--- src/rtl/posit_normalise.sv ---
// posit_normalise: two-stage normaliser ahead of posit_rounding (leading-one alignment, regime/exponent split).
// Define POSIT_NORM_SKID_EN for a registered in_ready_o backed by a one-entry skid buffer.

typedef enum logic [1:0] {
  POSIT32_ES2 = 2'd0,
  POSIT16_ES1 = 2'd1,
  POSIT8_ES2  = 2'd2,
  POSIT64_ES3 = 2'd3
} posit_format_e;

function automatic int unsigned posit_width(input posit_format_e f);
  case (f)
    POSIT16_ES1: return 16;
    POSIT8_ES2:  return 8;
    POSIT64_ES3: return 64;
    default:     return 32;
  endcase
endfunction

function automatic int unsigned exp_bits(input posit_format_e f);
  case (f)
    POSIT16_ES1: return 1;
    POSIT64_ES3: return 3;
    default:     return 2;
  endcase
endfunction

module posit_normalise #(
  parameter  posit_format_e pFormat = posit_format_e'(0),
  localparam int unsigned   N       = posit_width(pFormat),
  localparam int unsigned   ES      = exp_bits(pFormat),
  localparam int unsigned   RS      = $clog2(N),
  localparam int unsigned   SW      = RS + ES + 4
) (
  input  logic                 clk_i,
  input  logic                 rst_i,
  input  logic                 flush_i,
  input  logic                 in_valid_i,
  output logic                 in_ready_o,
  input  logic                 sign_i,
  input  logic signed [SW-1:0] scale_i,
  input  logic [2*N-1:0]       mant_i,
  input  logic                 nar_i,
  input  logic                 zero_i,
  output logic                 out_valid_o,
  input  logic                 out_ready_i,
  output logic [ES-1:0]        E_O,
  output logic [2*N-1:0]       Comp_Mant_N,
  output logic signed [RS+4:0] R_O,
  output logic                 sign_Exponent_O,
  output logic                 Sign,
  output logic                 NaR,
  output logic                 zero
);

  localparam int unsigned MW = 2 * N;
  localparam int unsigned LW = $clog2(MW);
  localparam int unsigned TW = SW + 1;

  logic                 r_v1, r_v2;
  logic                 w_s1_load, w_s2_load;
  logic                 w_src_valid, w_src_sign, w_src_nar, w_src_zero;
  logic signed [SW-1:0] w_src_scale;
  logic [MW-1:0]        w_src_mant;

  assign w_s2_load   = ~r_v2 | out_ready_i;
  assign w_s1_load   = ~r_v1 | w_s2_load;
  assign out_valid_o = r_v2;

`ifdef POSIT_NORM_SKID_EN
  logic                 r_sk_v, r_sk_sign, r_sk_nar, r_sk_zero;
  logic signed [SW-1:0] r_sk_scale;
  logic [MW-1:0]        r_sk_mant;

  // The skid entry is older than anything on the input port, so it always feeds S1 first.
  assign in_ready_o  = ~r_sk_v;
  assign w_src_valid = r_sk_v | in_valid_i;
  assign w_src_sign  = r_sk_v ? r_sk_sign  : sign_i;
  assign w_src_nar   = r_sk_v ? r_sk_nar   : nar_i;
  assign w_src_zero  = r_sk_v ? r_sk_zero  : zero_i;
  assign w_src_scale = r_sk_v ? r_sk_scale : scale_i;
  assign w_src_mant  = r_sk_v ? r_sk_mant  : mant_i;

  always_ff @(posedge clk_i) begin
    if (rst_i || flush_i) begin
      r_sk_v <= 1'b0;
    end else if (r_sk_v) begin
      if (w_s1_load) r_sk_v <= 1'b0;
    end else if (in_valid_i && !w_s1_load) begin
      r_sk_v <= 1'b1;
    end
  end

  always_ff @(posedge clk_i) begin
    if (!r_sk_v && in_valid_i && !w_s1_load) begin
      r_sk_sign  <= sign_i;
      r_sk_nar   <= nar_i;
      r_sk_zero  <= zero_i;
      r_sk_scale <= scale_i;
      r_sk_mant  <= mant_i;
    end
  end
`else
  assign in_ready_o  = w_s1_load;
  assign w_src_valid = in_valid_i;
  assign w_src_sign  = sign_i;
  assign w_src_nar   = nar_i;
  assign w_src_zero  = zero_i;
  assign w_src_scale = scale_i;
  assign w_src_mant  = mant_i;
`endif

  logic [LW-1:0] w_lead, w_shamt;
  logic          w_s1_zero;
  logic [MW-1:0] w_s1_mant;
  logic [TW-1:0] w_s1_t;

  always_comb begin
    w_lead = '0;
    for (int unsigned i = 0; i < MW; i++) begin
      if (w_src_mant[i]) w_lead = LW'(i);
    end
    w_shamt   = LW'(MW - 1) - w_lead;
    w_s1_zero = ~w_src_nar & (w_src_zero | ~|w_src_mant);
    w_s1_mant = '0;
    w_s1_t    = '0;
    if (!(w_src_nar || w_s1_zero)) begin
      w_s1_mant = w_src_mant << w_shamt;
      w_s1_t    = {w_src_scale[SW-1], w_src_scale} + TW'(w_lead) - TW'(MW - 2);
    end
  end

  logic                 r1_sign, r1_nar, r1_zero;
  logic [MW-1:0]        r1_mant;
  logic signed [TW-1:0] r1_t;

  logic signed [TW-1:0] w_k;
  logic [TW-1:0]        w_mag;
  logic                 w_force;
  logic [ES-1:0]        w_e;
  logic [RS+4:0]        w_r;
  logic                 w_se;
  logic [MW-1:0]        w_m;

  // Bubbles and special values present an all-zero bundle so downstream never sees stale fields.
  always_comb begin
    w_k     = r1_t >>> ES;
    w_mag   = (w_k < 0) ? TW'(-w_k) : TW'(w_k + 1);
    if (w_mag > TW'(N)) w_mag = TW'(N);
    w_force = ~r_v1 | r1_nar | r1_zero;
    w_e     = w_force ? '0 : r1_t[ES-1:0];
    w_r     = w_force ? '0 : w_mag[RS+4:0];
    w_se    = ~w_force & (w_k < 0);
    w_m     = w_force ? '0 : r1_mant;
  end

  always_ff @(posedge clk_i) begin
    if (rst_i || flush_i) begin
      r_v1            <= 1'b0;
      r_v2            <= 1'b0;
      r1_sign         <= 1'b0;
      r1_nar          <= 1'b0;
      r1_zero         <= 1'b0;
      r1_mant         <= '0;
      r1_t            <= '0;
      E_O             <= '0;
      Comp_Mant_N     <= '0;
      R_O             <= '0;
      sign_Exponent_O <= 1'b0;
      Sign            <= 1'b0;
      NaR             <= 1'b0;
      zero            <= 1'b0;
    end else begin
      if (w_s2_load) begin
        r_v2            <= r_v1;
        E_O             <= w_e;
        Comp_Mant_N     <= w_m;
        R_O             <= w_r;
        sign_Exponent_O <= w_se;
        Sign            <= r_v1 & r1_sign;
        NaR             <= r_v1 & r1_nar;
        zero            <= r_v1 & r1_zero;
      end
      if (w_s1_load) begin
        r_v1    <= w_src_valid;
        r1_sign <= w_src_sign;
        r1_nar  <= w_src_nar;
        r1_zero <= w_s1_zero;
        r1_mant <= w_s1_mant;
        r1_t    <= w_s1_t;
      end
    end
  end

endmodule

--- config.mk ---
export PLATFORM = sky130hd
export DESIGN_NAME = posit_normalise
export DESIGN_NICKNAME = d
export VERILOG_FILES = /design/src/rtl/posit_normalise.sv
export SDC_FILE = /design/constraint.sdc
export NUM_CORES = 1
export LEC_CHECK = 0
export ABC_AREA = 1
export CAP_MARGIN = 20
export CELL_PAD_IN_SITES_DETAIL_PLACEMENT = 1
export CELL_PAD_IN_SITES_GLOBAL_PLACEMENT = 1
export CORE_MARGIN = 2
export CORE_UTILIZATION = 30
export CTS_CLUSTER_SIZE = 16
export DETAILED_ROUTE_END_ITERATION = 10
export DONT_BUFFER_PORTS = 1
export PLACE_DENSITY = 0.64
export SYNTH_ARGS = -nofsm -noshare
export SYNTH_HDL_FRONTEND = slang
export SYNTH_SLANG_ARGS = --single-unit
--- constraint.sdc ---
create_clock -name clk_i -period 6.7 [get_ports clk_i]
set_input_delay 1.005 -clock clk_i [delete_from_list [all_inputs] [get_ports clk_i]]
set_output_delay 1.005 -clock clk_i [all_outputs]
set_load 0.05 [all_outputs]
==> summary.txt <==
Critical path
  • Setup crit end kind: flop
  • Critical path endpoint: r1_t[11]$_SDFFE_PP0P_
  • CP Data Required Time: 7.00 ns
  • Reg2Reg Setup Slack: 3.06 ns
  • Startpoint Class: input port
  • Worst-path fanout max: 4
  • Most frequent cell on the critical path: nand2_1
  • R2R depth: 15
  • CP Class: input port to flop
  • Crit path from: mant_i[2]
  • Max stage delay on crit path: 0.41 ns
  • Critical R2R Launch: out_valid_o$_SDFFE_PP0P_
  • CP max-delay cell: fa_2
  • Worst EP arrival: 6.16 ns
  • RR Endpoint: r1_mant[52]$_SDFFE_PP0P_

Run status
  • Outcome: finished clean

Global route
  • Antenna violations before repair: 1
  • GRT Total Usage: 24.2%
  • First-pass GRT wire length: 73.5 mm
  • Grt ovf: 0
  • Vias in the first global route: 13000
  • Largest net degree at the start of global routing: 78

Power and ir drop
  • Clock group share of total power: 39.8%
  • Internal cell power: 1.69 mW
  • Pwr dens: 203 nW/um^2
  • Sw Pwr: 0.815 mW
  • Total Power: 2.50 mW
  • Switch share: 32.6%
  • LEAKAGE: 5.20 nW
  • Sequential Power Share: 39.2%
  • Peak supply drop: 168 uV
  • Power share of the combinational group: 21.0%

Cells and area
  • Share of layout cells above drive strength 1: 4.75%
  • Area of the multi-input gates: 7160 sq um
  • Fill cells: 4951
  • Antenna fix cells: 0
  • FF/Latch Area: 3220 sq um
  • Fin util: 33.0%
  • Area Overhead vs Synth: 8.98%
  • Post-layout net count: 1962
  • Non-filler cells, final: 2384
  • Most common cell after layout, fill and taps aside: nand2_1
  • Most frequent cells in the layout: nand2_1, nand3_1, dfxtp_1, a21oi_1, inv_1

Timing
  • Period utilization: 87.5%
  • Max Clk Rate: 0.171 GHz
  • Clk_skew: 0.00882 ns
  • Worst slew pin tran: 0.891 ns
  • Slew headroom: 40.5%
  • Fin. Hold Viols: 0
  • Shortest period the worst path allows: 5.86 ns
  • Setup violators final: 0
  • Aggregate negative setup slack: 0 ns
  • Final Max Slew Viols: 0
  • Worst Hold Slack: 0.464 ns

Synthesis
  • Synth warnings: 0
  • Mapped Nets: 2046
  • Mean Syn Cell Area: 5.83 sq um
  • Seq/Total Area, Yosys: 28.4%
  • Async SR Flop Fraction: 0%
  • #FFs+latches synth: 161
  • Unique masters post-synth: 45
  • Mapped Area: 11300 sq um
  • Main synth FF type: dfxtp_1
  • Cells after Synth: 1944
  • Post-synth EDFFs: 0

Placement
  • DPL Wire Length: 34.9 mm
  • Post-placement cell count: 2349
  • Port buffer count: 0
  • GPL Wtd Cong: 0.916

Clocking
  • Worst-Skew Late Latency: 0.43 ns
  • Worst-path clk slew: 0.07 ns
  • Clock root cell: clkbuf_16
  • Clk sinks: 161
  • Clk buf depth: 2
  • TritonCTS clock tree: built
  • TritonCTS Buffers: 17
  • H-tree depth: 4

Routing
  • Iter 0 DRT Violations: 816
  • Vias per cell: 5.36
  • Vias: 12800
  • Routed wire per std cell: 19.7 um
  • Drt pass-1 iters: 6
  • DRC viols: 0
  • Antenna-violating nets left: 0
  • DRT Wirelength: 47.0 mm

Flow run
  • Number of max-cap violations: 0

Worst hold path
  • Worst Hold Class: flop to flop
  • Hold Path Stages: 2

Die
  • Die width: 198 um
  • Row cnt: 71
  • Initial Util: 30.3%
  • Top-Level Pins: 165
  • Die area: 39300 sq um
  • Die height: 198 um
  • Core Region: 37400 sq um
==> metal layers <==
metal  global-route usage (%)  vias to the layer above  wire (um)
li1                         -                     6328          -
met1                     29.5                     6102      20400
met2                     41.7                      267      22600
met3                     4.45                       79       2080
met4                     10.1                        2       1960
met5                        0                        -          9
==> worst max-delay path: cells and delay by family <==
kind / cells / cell delay [ns]
AOI/OAI and AO/OA: 5 / 0.51
adders and majority gates: 3 / 0.67
buffers and inverters: 3 / 0.16
and+or+nand+nor: 70 / 3.79
==> sequential cells by signal, summed over array words and instances, names as in the netlist, 2 cells and up <==
signal,count
Comp_Mant_N,64
E_O,2
R_O,10
r1_mant,64
r1_t,12
==> worst min path at each step <==
stage,start,to
2_1_floorplan,r1_mant[0]$_SDFFE_PP0P_,Comp_Mant_N[0]$_SDFFE_PP0P_
3_3_place_gp,r1_mant[50]$_SDFFE_PP0P_,Comp_Mant_N[50]$_SDFFE_PP0P_
3_5_place_dp,r1_mant[14]$_SDFFE_PP0P_,Comp_Mant_N[14]$_SDFFE_PP0P_
4_1_cts,r1_mant[14]$_SDFFE_PP0P_,Comp_Mant_N[14]$_SDFFE_PP0P_
5_1_grt,r1_mant[15]$_SDFFE_PP0P_,r1_mant[15]$_SDFFE_PP0P_
6_report,r1_mant[37]$_SDFFE_PP0P_,Comp_Mant_N[37]$_SDFFE_PP0P_
==> cell type report <==
cell class | count | area share [%]
Tap cell | 511 | 5.18
Inverter | 145 | 4.45
Clock inverter | 14 | 1.41
Timing Repair Buffer | 22 | 1.44
Clock buffer | 18 | 3.47
Multi-Input combinational cell | 1513 | 58.0
Sequential cell | 161 | 26.1
==> repair_timing <==
item,4_1_cts,5_1_grt
hold buffers,0,0
setup buffers,0,3
setup endpoints to repair,0,3
gates resized for setup,0,15
hold endpoints to repair,0,0
==> power groups by stage <==
stage / registers (mW) / logic (mW) / clock network (mW)
floorplan: 1.00 / 0.371 / 0
global placement: 1.00 / 0.509 / 0
detailed placement: 1.00 / 0.516 / 0
CTS: 0.981 / 0.518 / 1.03
global route: 0.983 / 0.595 / 1.07
finish: 0.982 / 0.525 / 0.996
==> synthesized netlist by cell type (all sizes together), types with 4 or more instances <==
master | instances | area, sq um
a21oi | 144 | 721
a31oi | 4 | 25.0
buf | 38 | 184
clkbuf | 87 | 327
clkinv | 4 | 15.0
dfxtp | 161 | 3220
ha | 18 | 225
inv | 141 | 529
nand2 | 623 | 2360
nand3 | 570 | 2860
nand4 | 20 | 125
nor2 | 50 | 190
nor3 | 4 | 25.0
nor4 | 15 | 93.8
o21ai | 31 | 159
xor2 | 7 | 61.3
==> per-stage QoR <==
step	area, sq um	setup WS [ns]
6_report	12400	0.840
5_1_grt	12400	-0.0246
4_1_cts	12300	0.695
3_5_place_dp	11700	0.271
3_3_place_gp	11700	0.403
2_1_floorplan	11300	0.857
==> kinds of logic after synthesis <==
group | Yosys count | synth area share (%)
AO/OA/AOI/OAI | 198 | 9.30
flip-flops | 161 | 28.4
XOR/XNOR | 7 | 0.541
adder cells (fa/ha/maj) | 19 | 2.16
buffers and inverters | 270 | 9.31
AND/OR/NAND/NOR | 1289 | 50.3
(Power assumes the default switching activity.)
